**src/rtl/game_pkg.sv**
```systemverilog
// Shared screen/objective codes and on-screen button geometry
// for the game flow controller and its click decoder.
package game_pkg;

  typedef enum logic [3:0] {
    ST_TITLE  = 4'd0,
    ST_STAFF  = 4'd1,
    ST_STAGE1 = 4'd2,
    ST_SUCC1  = 4'd3,
    ST_STAGE2 = 4'd4,
    ST_SUCC2  = 4'd5,
    ST_STAGE3 = 4'd6,
    ST_SUCC3  = 4'd7,
    ST_FAIL   = 4'd8,
    ST_HELP   = 4'd9
  } state_e;

  typedef enum logic [1:0] {
    TD_NONE  = 2'd0,
    TD_KEY   = 2'd1,
    TD_LIGHT = 2'd2,
    TD_DOOR  = 2'd3
  } todo_e;

  localparam int B_NONE   = 0;
  localparam int B_STAGE1 = 1;
  localparam int B_STAGE2 = 2;
  localparam int B_STAGE3 = 3;
  localparam int B_HELP   = 4;
  localparam int B_NEXT   = 5;
  localparam int B_BACK   = 6;
  localparam int B_RETRY  = 7;

  localparam logic [8:0] BTN_X0 = 9'd120;
  localparam logic [8:0] BTN_X1 = 9'd200;
  localparam logic [8:0] BTN_H  = 9'd20;

  localparam logic [8:0] Y_T_S1     = 9'd120;
  localparam logic [8:0] Y_T_S2     = 9'd150;
  localparam logic [8:0] Y_T_S3     = 9'd180;
  localparam logic [8:0] Y_T_HELP   = 9'd210;
  localparam logic [8:0] Y_H_BACK   = 9'd200;
  localparam logic [8:0] Y_ST_BACK  = 9'd180;
  localparam logic [8:0] Y_SU_NEXT  = 9'd140;
  localparam logic [8:0] Y_SU_BACK  = 9'd180;
  localparam logic [8:0] Y_SU3_NEXT = 9'd150;
  localparam logic [8:0] Y_F_RETRY  = 9'd140;
  localparam logic [8:0] Y_F_BACK   = 9'd180;

  localparam logic [1:0] LIFE_INIT = 2'd3;

  function automatic logic in_btn(
    input logic [8:0] x,
    input logic [8:0] y,
    input logic [8:0] y0
  );
    return (x >= BTN_X0) && (x < BTN_X1) &&
           (y >= y0) && (y < y0 + BTN_H);
  endfunction

  function automatic logic is_stage(input state_e s);
    return (s == ST_STAGE1) || (s == ST_STAGE2) ||
           (s == ST_STAGE3);
  endfunction

endpackage

```
**src/rtl/game_flow_ctrl_decode.sv**
```systemverilog
// Click-to-button decoder: one-hot button id for the current screen,
// B_NONE when the click lands on no active button.
module ui_button_decode
  import game_pkg::*;
(
  input  logic [3:0] state_i,
  input  logic [8:0] click_x_i,
  input  logic [8:0] click_y_i,
  input  logic [3:0] play_valid_i,
  output logic [7:0] btn_o
);

  logic [7:0] hit;

  always_comb begin
    hit = '0;
    case (state_i)
      ST_TITLE: begin
        if (in_btn(click_x_i, click_y_i, Y_T_S1))
          hit[B_STAGE1] = 1'b1;
        else if (in_btn(click_x_i, click_y_i, Y_T_S2))
          hit[B_STAGE2] = play_valid_i[2];
        else if (in_btn(click_x_i, click_y_i, Y_T_S3))
          hit[B_STAGE3] = play_valid_i[3];
        else if (in_btn(click_x_i, click_y_i, Y_T_HELP))
          hit[B_HELP] = 1'b1;
      end
      ST_HELP:
        hit[B_BACK] = in_btn(click_x_i, click_y_i, Y_H_BACK);
      ST_STAFF:
        hit[B_BACK] = in_btn(click_x_i, click_y_i, Y_ST_BACK);
      ST_SUCC1, ST_SUCC2: begin
        hit[B_NEXT] = in_btn(click_x_i, click_y_i, Y_SU_NEXT);
        hit[B_BACK] = in_btn(click_x_i, click_y_i, Y_SU_BACK);
      end
      ST_SUCC3:
        hit[B_NEXT] = in_btn(click_x_i, click_y_i, Y_SU3_NEXT);
      ST_FAIL: begin
        hit[B_RETRY] = in_btn(click_x_i, click_y_i, Y_F_RETRY);
        hit[B_BACK]  = in_btn(click_x_i, click_y_i, Y_F_BACK);
      end
      default: hit = '0;
    endcase
    btn_o = hit;
    if (hit == '0)
      btn_o[B_NONE] = 1'b1;
  end

endmodule

```
**src/rtl/game_flow_ctrl.sv**
```systemverilog
// Screen sequencer and in-stage objective tracker driving the
// UI overlay renderer; every output is registered.
module game_flow_ctrl
  import game_pkg::*;
#(
  parameter int CLICK_GUARD  = 10_000_000,
  parameter int HIT_COOLDOWN = 100_000_000,
  parameter int CNT_W        = 27
) (
  input  logic       clk,
  input  logic       rst_n,
  input  logic       click,
  input  logic [8:0] click_x,
  input  logic [8:0] click_y,
  input  logic       key_pick,
  input  logic       light_on,
  input  logic       at_door,
  input  logic       hit,
  input  logic       abort,
  output logic [3:0] state,
  output logic [1:0] key_find,
  output logic [1:0] life,
  output logic [1:0] todo,
  output logic [3:0] play_valid
);

  state_e           state_q, state_d, last_q, last_d;
  todo_e            todo_q, todo_d;
  logic [1:0]       key_q, key_d, life_q, life_d;
  logic [3:0]       pv_q, pv_d;
  logic [CNT_W-1:0] guard_q, guard_d, cool_q, cool_d;
  logic [7:0]       btn;

  ui_button_decode u_dec (
    .state_i      (state_q),
    .click_x_i    (click_x),
    .click_y_i    (click_y),
    .play_valid_i (pv_q),
    .btn_o        (btn)
  );

  always_comb begin
    state_d = state_q;
    last_d  = last_q;
    todo_d  = todo_q;
    key_d   = key_q;
    life_d  = life_q;
    pv_d    = pv_q;
    guard_d = (guard_q != '0) ? guard_q - 1'b1 : '0;
    cool_d  = (cool_q != '0) ? cool_q - 1'b1 : '0;
    if (is_stage(state_q)) begin
      if (abort) begin
        state_d = ST_TITLE;
      end else if (at_door && todo_q == TD_DOOR) begin
        state_d = state_e'(state_q + 4'd1);
        if (state_q == ST_STAGE1) pv_d[2] = 1'b1;
        if (state_q == ST_STAGE2) pv_d[3] = 1'b1;
      end else begin
        if (hit && state_q == ST_STAGE3 && cool_q == '0) begin
          life_d = life_q - 2'd1;
          cool_d = CNT_W'(HIT_COOLDOWN);
          if (life_q == 2'd1) state_d = ST_FAIL;
        end
        // A lethal hit ends the stage, so progress events stop there.
        if (state_d == state_q) begin
          if (light_on && todo_q == TD_LIGHT)
            todo_d = TD_KEY;
          if (key_pick && todo_q == TD_KEY) begin
            if (key_q != 2'd3) key_d = key_q + 2'd1;
            if (key_q == 2'd2) todo_d = TD_DOOR;
          end
        end
      end
    end else if (click && guard_q == '0) begin
      unique case (1'b1)
        btn[B_STAGE1]: state_d = ST_STAGE1;
        btn[B_STAGE2]: state_d = ST_STAGE2;
        btn[B_STAGE3]: state_d = ST_STAGE3;
        btn[B_HELP]:   state_d = ST_HELP;
        btn[B_NEXT]:   state_d = (state_q == ST_SUCC3) ?
                         ST_STAFF : state_e'(state_q + 4'd1);
        btn[B_BACK]:   state_d = ST_TITLE;
        btn[B_RETRY]:  state_d = last_q;
        default:       state_d = state_q;
      endcase
    end
    if (state_d != state_q) begin
      guard_d = CNT_W'(CLICK_GUARD);
      if (is_stage(state_d)) begin
        key_d  = 2'd0;
        life_d = LIFE_INIT;
        cool_d = '0;
        last_d = state_d;
        todo_d = (state_d == ST_STAGE2) ? TD_LIGHT : TD_KEY;
      end else begin
        todo_d = TD_NONE;
      end
    end
  end

  always_ff @(posedge clk or negedge rst_n) begin
    if (!rst_n) begin
      state_q <= ST_TITLE;
      last_q  <= ST_STAGE1;
      todo_q  <= TD_NONE;
      key_q   <= 2'd0;
      life_q  <= LIFE_INIT;
      pv_q    <= 4'b0010;
      guard_q <= CNT_W'(CLICK_GUARD);
      cool_q  <= '0;
    end else begin
      state_q <= state_d;
      last_q  <= last_d;
      todo_q  <= todo_d;
      key_q   <= key_d;
      life_q  <= life_d;
      pv_q    <= pv_d;
      guard_q <= guard_d;
      cool_q  <= cool_d;
    end
  end

  assign state      = state_q;
  assign key_find   = key_q;
  assign life       = life_q;
  assign todo       = todo_q;
  assign play_valid = pv_q;

endmodule

```
**config.mk**
```make
export PLATFORM = sky130hd
export DESIGN_NAME = game_flow_ctrl
export DESIGN_NICKNAME = d
export VERILOG_FILES = /design/src/rtl/game_pkg.sv /design/src/rtl/game_flow_ctrl_decode.sv /design/src/rtl/game_flow_ctrl.sv
export SDC_FILE = /design/constraint.sdc
export NUM_CORES = 1
export LEC_CHECK = 0
export ABC_AREA = 1
export BUFFER_PORTS_ARGS = -buffer_cell sky130_fd_sc_hd__clkbuf_2
export CAP_MARGIN = 20
export CORE_MARGIN = 2
export CORE_UTILIZATION = 40
export CTS_BUF_LIST = sky130_fd_sc_hd__clkbuf_4 sky130_fd_sc_hd__clkbuf_8
export DETAILED_ROUTE_END_ITERATION = 10
export GPL_ROUTABILITY_DRIVEN = 0
export GPL_TIMING_DRIVEN = 1
export PLACE_DENSITY = 0.56
export SYNTH_ARGS = -nofsm -noshare
export SYNTH_HDL_FRONTEND = slang
export SYNTH_SLANG_ARGS = --single-unit
```
**constraint.sdc**
```tcl
create_clock -name clk -period 2.5 [get_ports clk]
set_input_delay 0 -clock clk [delete_from_list [all_inputs] [get_ports clk]]
set_output_delay 0 -clock clk [all_outputs]
set_load 0.005 [all_outputs]
```
==> flow_summary.toml <==
[status]
status = "complete, but fails checks"
failed_checks = "setup timing"

[logic_synthesis]
synth.yosys.warnings = 0
synthTopCellsByArea = "dfrtp_1 (32%), nand2_1 (8.8%), nor2_1 (8.2%)"
syn_inst = 624
synth_edf_count = 0
ys_types = 44
synth_nets = 658
ys_seq_area_frac = 0.378
yosys.area_share.simple = 0.364
synth_mux_area_frac = 0.00214
yosysTopAreaCell = "dfrtp_1"
postSynthAreaPerCell_um2 = 7.48
synth_ff_type = "dfrtp_1"
syn_area_mm2 = 0.00467
ys_seq_elements = 70
synthXorXnorAreaFrac = 0.0769
synth_top_area_share = 0.316
synth_fa_ha_area_frac = 0.0214
synth_top_family_by_area = "simple AND/OR/NAND/NOR gates"
synth-compound-area-share = 0.0761
async_flop_share = 1.00

[global_route]
grt_pass1_vias = 4046
grt_usage = 0.189
grt_busiest_layer = "met2"
antenna_found_initial = 0
grt_overflow_total = 0
grt_max_degree = 71
grt_pass1_wl_um = 19400
gr-usage-met2 = 0.290
use_met3 = 0.0443
grt.met1_usage = 0.275

[timing]
rsz0062_at_grt = "true"
tns_ns = -0.972
finalSetupViolations = 33
finalCriticalPeriod_ns = 2.60
clock_skew_ns = 0.0105
report.final.slew_viol_count = 0
hold_viol_final = 0
fmax_mhz = 384
setup_slack_ns = -0.104
fin_crit_sh = 1.04

[worst_setup_path]
critPathKind = "flop to flop"
required_ns = 2.80
r2r_slack_ns = -0.10
endpoint_kind = "flop"
crit_fanout = 5
reg2reg_depth = 24
setup.worst_path.start_class = "flop"
cp.arrival_ns = 2.90

[drt]
post_drt_wl_per_cell_um = 13.2
drc = 0
drt_iter0_drc = 186
vias = 4381
routed_via_density = 4.88
routed_wl_um = 11900
ant_nets = 0
drtPass1Iterations = 4

[floorplan]
coreArea_mm2 = 0.0114
dieHeight_um = 112
die_area_mm2 = 0.0126
num_rows = 39
fp.dieW_um = 112
start_util = 0.409
ios = 40

[power_and_ir_drop]
power_leakage_uw = 0.00317
p_per_area_mw_per_mm2 = 838
max-vdd-ir-drop_mv = 0.573

[finish]
drive_gt1_frac = 0.384
layout_common_cells = "nand2_1 (100), nor2_1 (83), buf_4 (80)"
fin_area_mm2 = 0.00630
diodes = 0
fin_util = 0.552
final_common_cell = "nand2_1"
post_layout_nonfiller_instances = 898
nFillCells = 1088
fin_nets = 784
syn2layout_area_growth_pct = 35.0

[cts]
cts_tree = "done"
clk_latency_ns = 0.37
numCtsBuffers = 9
cts-root-buf = "clkbuf_8"
h-tree-depth = 3
cts_sinks = 70
cts.clk_slew.worst_paths_ns = 0.08
cts_max_path_buffers = 2

[worst_hold_path]
whs_path_depth = 6
hold_class = "input pin to flop"

[place]
dp.cells = 856
hpwlAfterDp_um = 8100
place_ws_ns = -0.131
place_area_mm2 = 0.00546
portBuffers = 33

[job]
maxCapViolations = 0
==> final cells by class <==
| cell class | instances | area (um2) | area share |
|---|---|---|---|
| clock buffer | 9 | 124 | 0.0196 |
| clock inverter | 7 | 97.6 | 0.0155 |
| inverter | 82 | 320 | 0.0508 |
| multi-input combinational | 465 | 2900 | 0.460 |
| sequential | 70 | 1770 | 0.281 |
| tap | 143 | 179 | 0.0284 |
| timing repair buffer | 122 | 917 | 0.145 |
==> synth_stat cells, types with 3 or more instances <==
master      n
nand3_2     3
nor3_1     10
nand2_2     8
xor2_1     25
a22oi_1     4
xnor2_1    16
nor2_1    102
nor3_2      3
o21ai_0    31
nand3_1    40
or2_2       3
nand4_1    13
a21oi_1    12
buf_6       3
nand2_4     3
o21ai_1     8
inv_2      13
nor2_4      4
nor2_2     37
nand2_1   109
ha_1        8
dfstp_2    11
dfrtp_1    59
inv_1      67
nand3b_1    4
==> through the flow <==
stage | hold slack [ns] | power, uW
floorplan | -0.296 | 3070
finish | 0.0417 | 5280
global route | 0.0839 | 5670
global placement | 0.0615 | 3700
detailed placement | 0.0655 | 3740
CTS | 0.0127 | 5010
==> flip-flops by register name, summed over array words and instances, names as in the netlist <==
signal / flops
state: 4
cool_q: 27
todo: 2
last_q: 4
play_valid: 2
key_find: 2
guard_q: 27
life: 2
==> power breakdown <==
group	total, uW	internal [uW]	leakage [uW]	switching [uW]
Clock	1050	565	0.000106	489
Sequential	1780	1480	0.000894	299
Combinational	2440	1130	0.00217	1310
Total	5280	3180	0.00317	2100
==> kinds of logic (layout without fill, tap and decap cells) <==
group	after synthesis	in the layout
xor+xnor	41	41
flops	70	70
simple gates	349	350
fa+ha+maj	8	8
other cells	2	2
mux	1	1
buf+inv	90	220
compound gates	63	63
==> worst max-delay path, stage by stage, from the launching register on <==
cell	delay, ns
dfrtp_2	0.45
inv_2	0.09
ha_4	0.16
inv_4	0.04
nor2_4	0.08
nand2_1	0.05
a21oi_1	0.11
nand3_1	0.12
nand3_1	0.11
nor2_2	0.05
nand2_2	0.14
nand2_4	0.09
nand2_2	0.08
nand3_2	0.07
nand2_2	0.10
nand2_1	0.07
nand2_1	0.05
nand2_1	0.06
inv_2	0.08
nand2_4	0.08
nand2_4	0.10
inv_8	0.06
buf_12	0.12
buf_16	0.13
nor2_2	0.07
==> repair_timing <==
item                                    CTS  global route
endpoints found under the hold margin    70             0
setup buffers                            15            11
pin swaps                                 3            32
endpoints found under the setup margin   62            64
hold buffers                              1             0
resized for setup                        35            66
gates cloned                              3             0
==> layer usage <==
metal	vias up	wire length (um)
met2	59	5480
met1	2077	5880
li1	2237	-
met5	-	0
met3	8	405
met4	0	99
==> worst paths after layout <==
kind                            from          end
max                         state[0]   cool_q[25]
min                         light_on      todo[1]
max reg2reg                 state[0]   cool_q[25]
min reg2reg                last_q[1]    last_q[1]
max in group asynchronous      rst_n  guard_q[15]
min in group asynchronous      rst_n    cool_q[5]
(Power assumes the default switching activity.)
